### config.mk
export PLATFORM = sky130hd
export DESIGN_NAME = instr_sequencer_flat
export DESIGN_NICKNAME = d
export VERILOG_FILES = /design/src/rtl/archel_isa_pkg.sv /design/src/rtl/instr_sequencer_if.sv /design/src/rtl/instr_sequencer_decode.sv /design/src/rtl/instr_sequencer.sv /design/src/flat_wrapper.sv
export SDC_FILE = /design/constraint.sdc
export NUM_CORES = 1
export LEC_CHECK = 0
export CELL_PAD_IN_SITES_DETAIL_PLACEMENT = 1
export CELL_PAD_IN_SITES_GLOBAL_PLACEMENT = 1
export CORE_MARGIN = 2
export CORE_UTILIZATION = 37
export DETAILED_ROUTE_END_ITERATION = 7
export PLACE_DENSITY = 0.88
export SLEW_MARGIN = 0
export SYNTH_ARGS = -nofsm -noshare
export SYNTH_HDL_FRONTEND = slang
export SYNTH_SLANG_ARGS = --single-unit
### constraint.sdc
create_clock -name clk -period 6.3 [get_ports clk]
set_input_delay 1.89 -clock clk [delete_from_list [all_inputs] [get_ports clk]]
set_output_delay 1.89 -clock clk [all_outputs]
set_load 0.01 [all_outputs]
### src/rtl/archel_isa_pkg.sv
// rtl/archel_isa_pkg.sv - ISA fields, opcodes, ALU/write-back codes and sequencer states
package archel_isa_pkg;

  localparam int OP_HI  = 15;
  localparam int OP_LO  = 12;
  localparam int DST_HI = 11;
  localparam int DST_LO = 9;
  localparam int SRC_HI = 8;
  localparam int SRC_LO = 6;
  localparam int IMM_HI = 5;
  localparam int IMM_LO = 0;

  localparam logic [3:0] OP_NOP  = 4'd0;
  localparam logic [3:0] OP_MOV  = 4'd1;
  localparam logic [3:0] OP_LDI  = 4'd2;
  localparam logic [3:0] OP_ADD  = 4'd3;
  localparam logic [3:0] OP_SUB  = 4'd4;
  localparam logic [3:0] OP_AND  = 4'd5;
  localparam logic [3:0] OP_OR   = 4'd6;
  localparam logic [3:0] OP_BZ   = 4'd7;
  localparam logic [3:0] OP_JMP  = 4'd8;
  localparam logic [3:0] OP_HALT = 4'd15;

  localparam logic [2:0] ALU_ADD    = 3'd0;
  localparam logic [2:0] ALU_SUB    = 3'd1;
  localparam logic [2:0] ALU_AND    = 3'd2;
  localparam logic [2:0] ALU_OR     = 3'd3;
  localparam logic [2:0] ALU_PASS_B = 3'd4;

  localparam logic [1:0] WB_ALU = 2'd0;
  localparam logic [1:0] WB_IMM = 2'd1;
  localparam logic [1:0] WB_RFB = 2'd2;

  typedef enum logic [1:0] {
    ST_FETCH  = 2'd0,
    ST_DECODE = 2'd1,
    ST_EXEC   = 2'd2,
    ST_HALT   = 2'd3
  } state_e;

endpackage

### src/rtl/instr_sequencer_if.sv
// rtl/instr_sequencer_if.sv - instruction memory fetch handshake
interface instr_sequencer_if #(
  parameter int INSTR_W = 16,
  parameter int PC_W    = 8
);
  logic               imem_req;
  logic [PC_W-1:0]    imem_addr;
  logic               imem_ack;
  logic [INSTR_W-1:0] imem_data;

  modport master (output imem_req, imem_addr, input imem_ack, imem_data);
  modport slave  (input imem_req, imem_addr, output imem_ack, imem_data);
endinterface

### src/rtl/instr_sequencer_decode.sv
// rtl/instr_sequencer_decode.sv - combinational instruction decoder (module instr_decode)
module instr_decode
  import archel_isa_pkg::*;
(
  input  logic [15:0] ir,
  output logic [2:0]  alu_op,
  output logic [1:0]  wb_sel,
  output logic        writes_rf,
  output logic        is_bz,
  output logic        is_jmp,
  output logic        is_halt,
  output logic        is_illegal,
  output logic [7:0]  imm_out
);
  logic [3:0] op;

  assign op      = ir[OP_HI:OP_LO];
  assign imm_out = {2'b00, ir[IMM_HI:IMM_LO]};

  always_comb begin
    alu_op     = ALU_ADD;
    wb_sel     = WB_ALU;
    writes_rf  = 1'b0;
    is_bz      = 1'b0;
    is_jmp     = 1'b0;
    is_halt    = 1'b0;
    is_illegal = 1'b0;
    case (op)
      OP_NOP:  ;
      OP_MOV:  begin writes_rf = 1'b1; wb_sel = WB_RFB; end
      OP_LDI:  begin writes_rf = 1'b1; wb_sel = WB_IMM; end
      OP_ADD:  begin writes_rf = 1'b1; alu_op = ALU_ADD; end
      OP_SUB:  begin writes_rf = 1'b1; alu_op = ALU_SUB; end
      OP_AND:  begin writes_rf = 1'b1; alu_op = ALU_AND; end
      OP_OR:   begin writes_rf = 1'b1; alu_op = ALU_OR; end
      OP_BZ:   begin is_bz = 1'b1; alu_op = ALU_PASS_B; end
      OP_JMP:  is_jmp = 1'b1;
      OP_HALT: is_halt = 1'b1;
      default: is_illegal = 1'b1;
    endcase
  end
endmodule

### src/rtl/instr_sequencer.sv
// rtl/instr_sequencer.sv - fetch/decode/exec control FSM owning the IR and PC
module instr_sequencer
  import archel_isa_pkg::*;
#(
  parameter int              INSTR_W  = 16,
  parameter int              PC_W     = 8,
  parameter logic [PC_W-1:0] RESET_PC = '0
) (
  input  logic                      clk,
  input  logic                      rst,
  instr_sequencer_if.master         imem,
  output logic [2:0]                rf_raddr_a,
  output logic [2:0]                rf_raddr_b,
  output logic [2:0]                rf_waddr,
  output logic                      rf_we,
  output logic [1:0]                wb_sel,
  output logic [2:0]                alu_op,
  output logic [7:0]                imm_out,
  input  logic                      alu_zero,
  output logic [PC_W-1:0]           pc,
  output logic                      halted,
  output logic                      illegal
);
  state_e              state_q, state_d;
  logic [PC_W-1:0]     pc_q, pc_d;
  logic [INSTR_W-1:0]  ir_q, ir_d;
  logic                halted_q, halted_d;
  logic                illegal_q, illegal_d;
  logic                started_q, started_d;

  logic [2:0] dec_alu_op;
  logic [1:0] dec_wb_sel;
  logic       dec_writes_rf, dec_is_bz, dec_is_jmp, dec_is_halt, dec_is_illegal;
  logic [7:0] dec_imm;
  logic [5:0] imm6;
  logic       req;

  instr_decode u_decode (
    .ir         (ir_q),
    .alu_op     (dec_alu_op),
    .wb_sel     (dec_wb_sel),
    .writes_rf  (dec_writes_rf),
    .is_bz      (dec_is_bz),
    .is_jmp     (dec_is_jmp),
    .is_halt    (dec_is_halt),
    .is_illegal (dec_is_illegal),
    .imm_out    (dec_imm)
  );

  assign imm6 = ir_q[IMM_HI:IMM_LO];
  // started_q holds req low through reset and for the first edge after release
  assign req            = started_q && (state_q == ST_FETCH);
  assign imem.imem_req  = req;
  assign imem.imem_addr = pc_q;
  assign rf_raddr_a     = ir_q[DST_HI:DST_LO];
  assign rf_raddr_b     = ir_q[SRC_HI:SRC_LO];
  assign rf_waddr       = ir_q[DST_HI:DST_LO];
  assign imm_out        = dec_imm;
  assign pc             = pc_q;
  assign halted         = halted_q;
  assign illegal        = illegal_q;

  always_comb begin
    state_d   = state_q;
    pc_d      = pc_q;
    ir_d      = ir_q;
    halted_d  = halted_q;
    illegal_d = illegal_q;
    started_d = 1'b1;
    rf_we     = 1'b0;
    alu_op    = ALU_ADD;
    wb_sel    = WB_ALU;
    case (state_q)
      ST_FETCH: begin
        if (req && imem.imem_ack) begin
          ir_d    = imem.imem_data;
          state_d = ST_DECODE;
        end
      end
      ST_DECODE: state_d = ST_EXEC;
      ST_EXEC: begin
        alu_op = dec_alu_op;
        wb_sel = dec_wb_sel;
        if (dec_is_halt || dec_is_illegal) begin
          state_d   = ST_HALT;
          halted_d  = 1'b1;
          illegal_d = dec_is_illegal;
        end else begin
          rf_we   = dec_writes_rf;
          state_d = ST_FETCH;
          if (dec_is_jmp)
            pc_d = PC_W'(imm6);
          else if (dec_is_bz && alu_zero)
            pc_d = pc_q + PC_W'(1) + {{(PC_W-6){imm6[5]}}, imm6};
          else
            pc_d = pc_q + PC_W'(1);
        end
      end
      default: state_d = ST_HALT;
    endcase
  end

  always_ff @(posedge clk or posedge rst) begin
    if (rst) begin
      state_q   <= ST_FETCH;
      pc_q      <= RESET_PC;
      ir_q      <= '0;
      halted_q  <= 1'b0;
      illegal_q <= 1'b0;
      started_q <= 1'b0;
    end else begin
      state_q   <= state_d;
      pc_q      <= pc_d;
      ir_q      <= ir_d;
      halted_q  <= halted_d;
      illegal_q <= illegal_d;
      started_q <= started_d;
    end
  end
endmodule

### src/flat_wrapper.sv
// flat-port wrapper written by rule: the top's interface ports become plain ports
module instr_sequencer_flat import archel_isa_pkg::*;
#(
  parameter int              INSTR_W  = 16,
  parameter int              PC_W     = 8,
  parameter logic [PC_W-1:0] RESET_PC = '0
)
  (clk, rst, rf_raddr_a, rf_raddr_b, rf_waddr, rf_we, wb_sel, alu_op, imm_out, alu_zero, pc, halted, illegal, imem_imem_req, imem_imem_addr, imem_imem_ack, imem_imem_data);
  instr_sequencer_if #(.INSTR_W(INSTR_W), .PC_W(PC_W)) imem_i ();
  input  logic clk;
  input  logic rst;
  output logic [2:0] rf_raddr_a;
  output logic [2:0] rf_raddr_b;
  output logic [2:0] rf_waddr;
  output logic rf_we;
  output logic [1:0] wb_sel;
  output logic [2:0] alu_op;
  output logic [7:0] imm_out;
  input  logic alu_zero;
  output logic [PC_W-1:0] pc;
  output logic halted;
  output logic illegal;
  output wire logic [$bits(imem_i.imem_req)-1:0] imem_imem_req;
  output wire logic [$bits(imem_i.imem_addr)-1:0] imem_imem_addr;
  input wire logic [$bits(imem_i.imem_ack)-1:0] imem_imem_ack;
  input wire logic [$bits(imem_i.imem_data)-1:0] imem_imem_data;
  assign imem_imem_req = imem_i.imem_req;
  assign imem_imem_addr = imem_i.imem_addr;
  assign imem_i.imem_ack = imem_imem_ack;
  assign imem_i.imem_data = imem_imem_data;
  instr_sequencer #(.INSTR_W(INSTR_W), .PC_W(PC_W), .RESET_PC(RESET_PC)) u_core (.clk(clk), .rst(rst), .imem(imem_i), .rf_raddr_a(rf_raddr_a), .rf_raddr_b(rf_raddr_b), .rf_waddr(rf_waddr), .rf_we(rf_we), .wb_sel(wb_sel), .alu_op(alu_op), .imm_out(imm_out), .alu_zero(alu_zero), .pc(pc), .halted(halted), .illegal(illegal));
endmodule
==> flow_metrics.py <==
metrics = {
    "min_path": {
        "hp-start": "u_core.halted",
        "hold_class": "register to register",
    },
    "routing": {
        "vias_per_cell": 5.13,
        "route.antenna.remaining_nets": 0,
        "wire_per_inst_microns": 15.7,
        "postRouteWirelength_microns": 4760,
        "drc_errors": 0,
        "drtIter0Drc": 57,
        "dr.pass1.iters": 4,
        "vias": 1553,
    },
    "yosys": {
        "yosysWarnings": 0,
        "netlist_area_sq_mm": 0.00193,
        "ys_types": 40,
        "synthArstFlopShare": 1.00,
        "synth_commonest_cells": "dfrtp_1 (29), buf_4 (27), nand2_1 (18), mux2_2 (15), a21oi_1 (10)",
        "syn_avg_cell_area_sq_um": 9.82,
        "synth.top_cells.by_area": "dfrtp_1 (38%), buf_4 (11%), mux2_2 (8.8%), ha_1 (5.2%), nand2_1 (3.5%)",
        "seq_area_frac_synth": 0.377,
        "synth-main-ff-cell": "dfrtp_1",
        "synth_top_area_share": 0.377,
        "synth-seq-cells": 29,
        "synthCells": 196,
        "synth.largest_area_cell": "dfrtp_1",
        "synth_edf_count": 0,
        "yosysMostFrequentCell": "dfrtp_1",
    },
    "worst_setup_path": {
        "cp_max_fo": 15,
        "crit_path_start": "u_core.ir_q[13]",
        "critPathSlowestCell": "clkdlybuf4s50_1",
        "cp.arrival_ns": 2.83,
        "r2r_cells": 10,
        "end_kind": "primary output",
        "regToRegStartpoint": "u_core.imem.imem_addr[0]",
        "critPathCapture": "alu_op[1]",
        "criticalPathCategory": "register to primary output",
        "worstReg2RegEnd": "u_core.imem.imem_addr[7]",
        "cp-start-kind": "register",
        "rrSetupSlack_ns": 3.54,
        "max_stage_delay_ns": 0.54,
        "cp_cell_sequence": "nor3_1 > o21ai_1 > nor2_1 > nand2_1 > nor2_1 > clkdlybuf4s50_1",
        "cp_common_cell": "nor2_1",
        "cp_data_required_time_ns": 4.41,
    },
    "cells_and_area": {
        "drive_gt1_frac": 0.120,
        "n_fill_cell": 600,
        "area_growth_pct": 28.8,
        "n_antenna_cell": 0,
        "multiInputGateArea_sq_um": 938,
        "regArea_sq_um": 726,
        "nets": 261,
    },
    "sta": {
        "rsz0062_at_grt": "no",
        "drv_slew": 0,
        "hold_slack_ns": 0.479,
        "worst_slew_pin_slew_ns": 1.03,
        "timing_hold_violations_final": 0,
        "fin_crit_sh": 0.749,
        "tns_ns": 0,
        "max_freq_ghz": 0.212,
        "final-setup-viol-count": 0,
        "min_period_ns": 4.72,
        "worst_clock_skew_ns": 0.00562,
        "slew_headroom": 0.312,
    },
    "floorplan": {
        "die_w_microns": 76.1,
        "die_h_microns": 76.1,
        "fp-row-count": 26,
        "coreArea_sq_mm": 0.00507,
        "start_util": 0.379,
        "ios": 62,
        "dieArea_sq_mm": 0.00580,
    },
    "clock_network": {
        "cts_tree": "yes",
        "cts.clk_slew.worst_paths_ns": 0.07,
        "post-cts-setup-buffer-count": 0,
        "cts_resized": 0,
        "postCtsHoldBufs": 0,
        "cts_buffers": 5,
        "clock_path_buffers": 2,
        "htreeDepth": 2,
        "cts_num_sinks": 29,
        "insertion_delay_ns": 0.29,
        "root_buffer": "clkbuf_8",
    },
    "pwr": {
        "switching_share": 0.423,
        "pwr-share-seq": 0.276,
        "p_clk_frac": 0.140,
        "power_mw": 1.42,
        "powerDensity_mw_per_mm2": 571,
        "intPower_mw": 0.817,
        "combPwrFrac": 0.584,
        "power_leakage_nw": 1.01,
        "p_sw_mw": 0.600,
        "ir_drop_v": 0.000325,
    },
    "job": {
        "drv_cap": 0,
    },
    "placed_design": {
        "gp_congestion": 0.832,
        "io_buffers": 59,
        "hpwlAfterDp_microns": 3460,
    },
    "grt": {
        "antenna_found_initial": 0,
        "grt_overflow": 0,
        "grt_pass1_vias": 1705,
        "grt_max_degree": 30,
        "grt_use_total": 0.173,
        "grt_pass1_wl_microns": 8140,
    },
    "run_status": {
        "outcome": "finished clean",
    },
}
[sequential cells by signal (all words and copies together) (netlist names)]
name                   count
u_core.ir_q               16
u_core.imem.imem_addr      8
u_core.state_q             2
u_core.halted              1
u_core.illegal             1
u_core.started_q           1
[cells by family (layout without fill, tap and decap cells)]
family / after synthesis / after routing / share of synthesized area
other: 2 / 3 / 0.00390
buffers and inverters: 36 / 72 / 0.138
XOR/XNOR: 12 / 12 / 0.0546
multiplexers: 19 / 19 / 0.109
adder cells (fa/ha/maj): 9 / 9 / 0.0624
flip-flops: 29 / 29 / 0.377
AND/OR/NAND/NOR: 54 / 54 / 0.142
AO/OA/AOI/OAI: 35 / 35 / 0.114
[power groups by stage]
stage / logic [mW] / registers, mW / clock network (mW)
finish: 0.827 / 0.391 / 0.199
floorplan: 0.610 / 0.360 / 0
global route: 0.905 / 0.406 / 0.211
detailed placement: 0.812 / 0.392 / 0
global placement: 0.782 / 0.382 / 0
CTS: 0.831 / 0.391 / 0.202
[how the worst min path moves through the flow]
stage                     cells past startpoint                 to
after floorplan                               1  u_core.state_q[1]
after global placement                        1      u_core.halted
after detailed placement                      1      u_core.halted
after CTS                                     1      u_core.halted
after global routing                          1      u_core.halted
final                                         1      u_core.halted
[through the flow]
step           setup WS (ns)  cell area, sq um   util  std cells
3_3_place_gp            2.12              2360  0.466        295
4_1_cts                 1.59              2480  0.489        303
5_1_grt                 1.29              2480  0.489        303
3_5_place_dp            1.96              2360  0.466        295
2_1_floorplan           2.96              1930      -        197
6_report                1.58              2480  0.489        303
[cell usage in the layout (no fill, tap or decap), types with 2 or more instances in the layout]
| cell type | n |
|---|---|
| nand3_1 | 4 |
| dfrtp_1 | 29 |
| clkbuf_8 | 5 |
| ha_1 | 8 |
| clkdlybuf4s50_1 | 59 |
| and2_1 | 2 |
| nor3b_1 | 2 |
| nor3_1 | 4 |
| nand2_1 | 18 |
| nor2_1 | 9 |
| mux2i_1 | 4 |
| and3_1 | 5 |
| xnor2_1 | 7 |
| nor4b_1 | 2 |
| conb_1 | 3 |
| a21o_1 | 2 |
| o21ai_1 | 4 |
| a211oi_1 | 2 |
| a21oi_1 | 10 |
| mux2_2 | 15 |
| o21a_1 | 2 |
| a31oi_1 | 2 |
| inv_1 | 4 |
| o211ai_1 | 3 |
| xor2_1 | 5 |
| o21ai_0 | 6 |
| nand4_1 | 2 |
[final cells by class]
type,instances,area share
tap,70,0.0353
inverter,4,0.00605
multi-input combinational,132,0.378
sequential,29,0.293
timing repair buffer,60,0.241
clock inverter,3,0.0187
clock buffer,5,0.0277
[critical path, delay by kind of cell (launching register included)]
kind / cells / cell delay (ns)
simple gates: 4 / 1.10
buf+inv: 1 / 0.54
flops: 1 / 0.46
compound gates: 1 / 0.44
[per-layer routing]
metal  global-route usage  wire (microns)  up-vias
met5                    0               0        -
met4               0.0491              51        0
met1                0.206            2060      767
li1                     -               -      728
met3               0.0498             292        6
met2                0.303            2360       52
(Power assumes the default switching activity.)
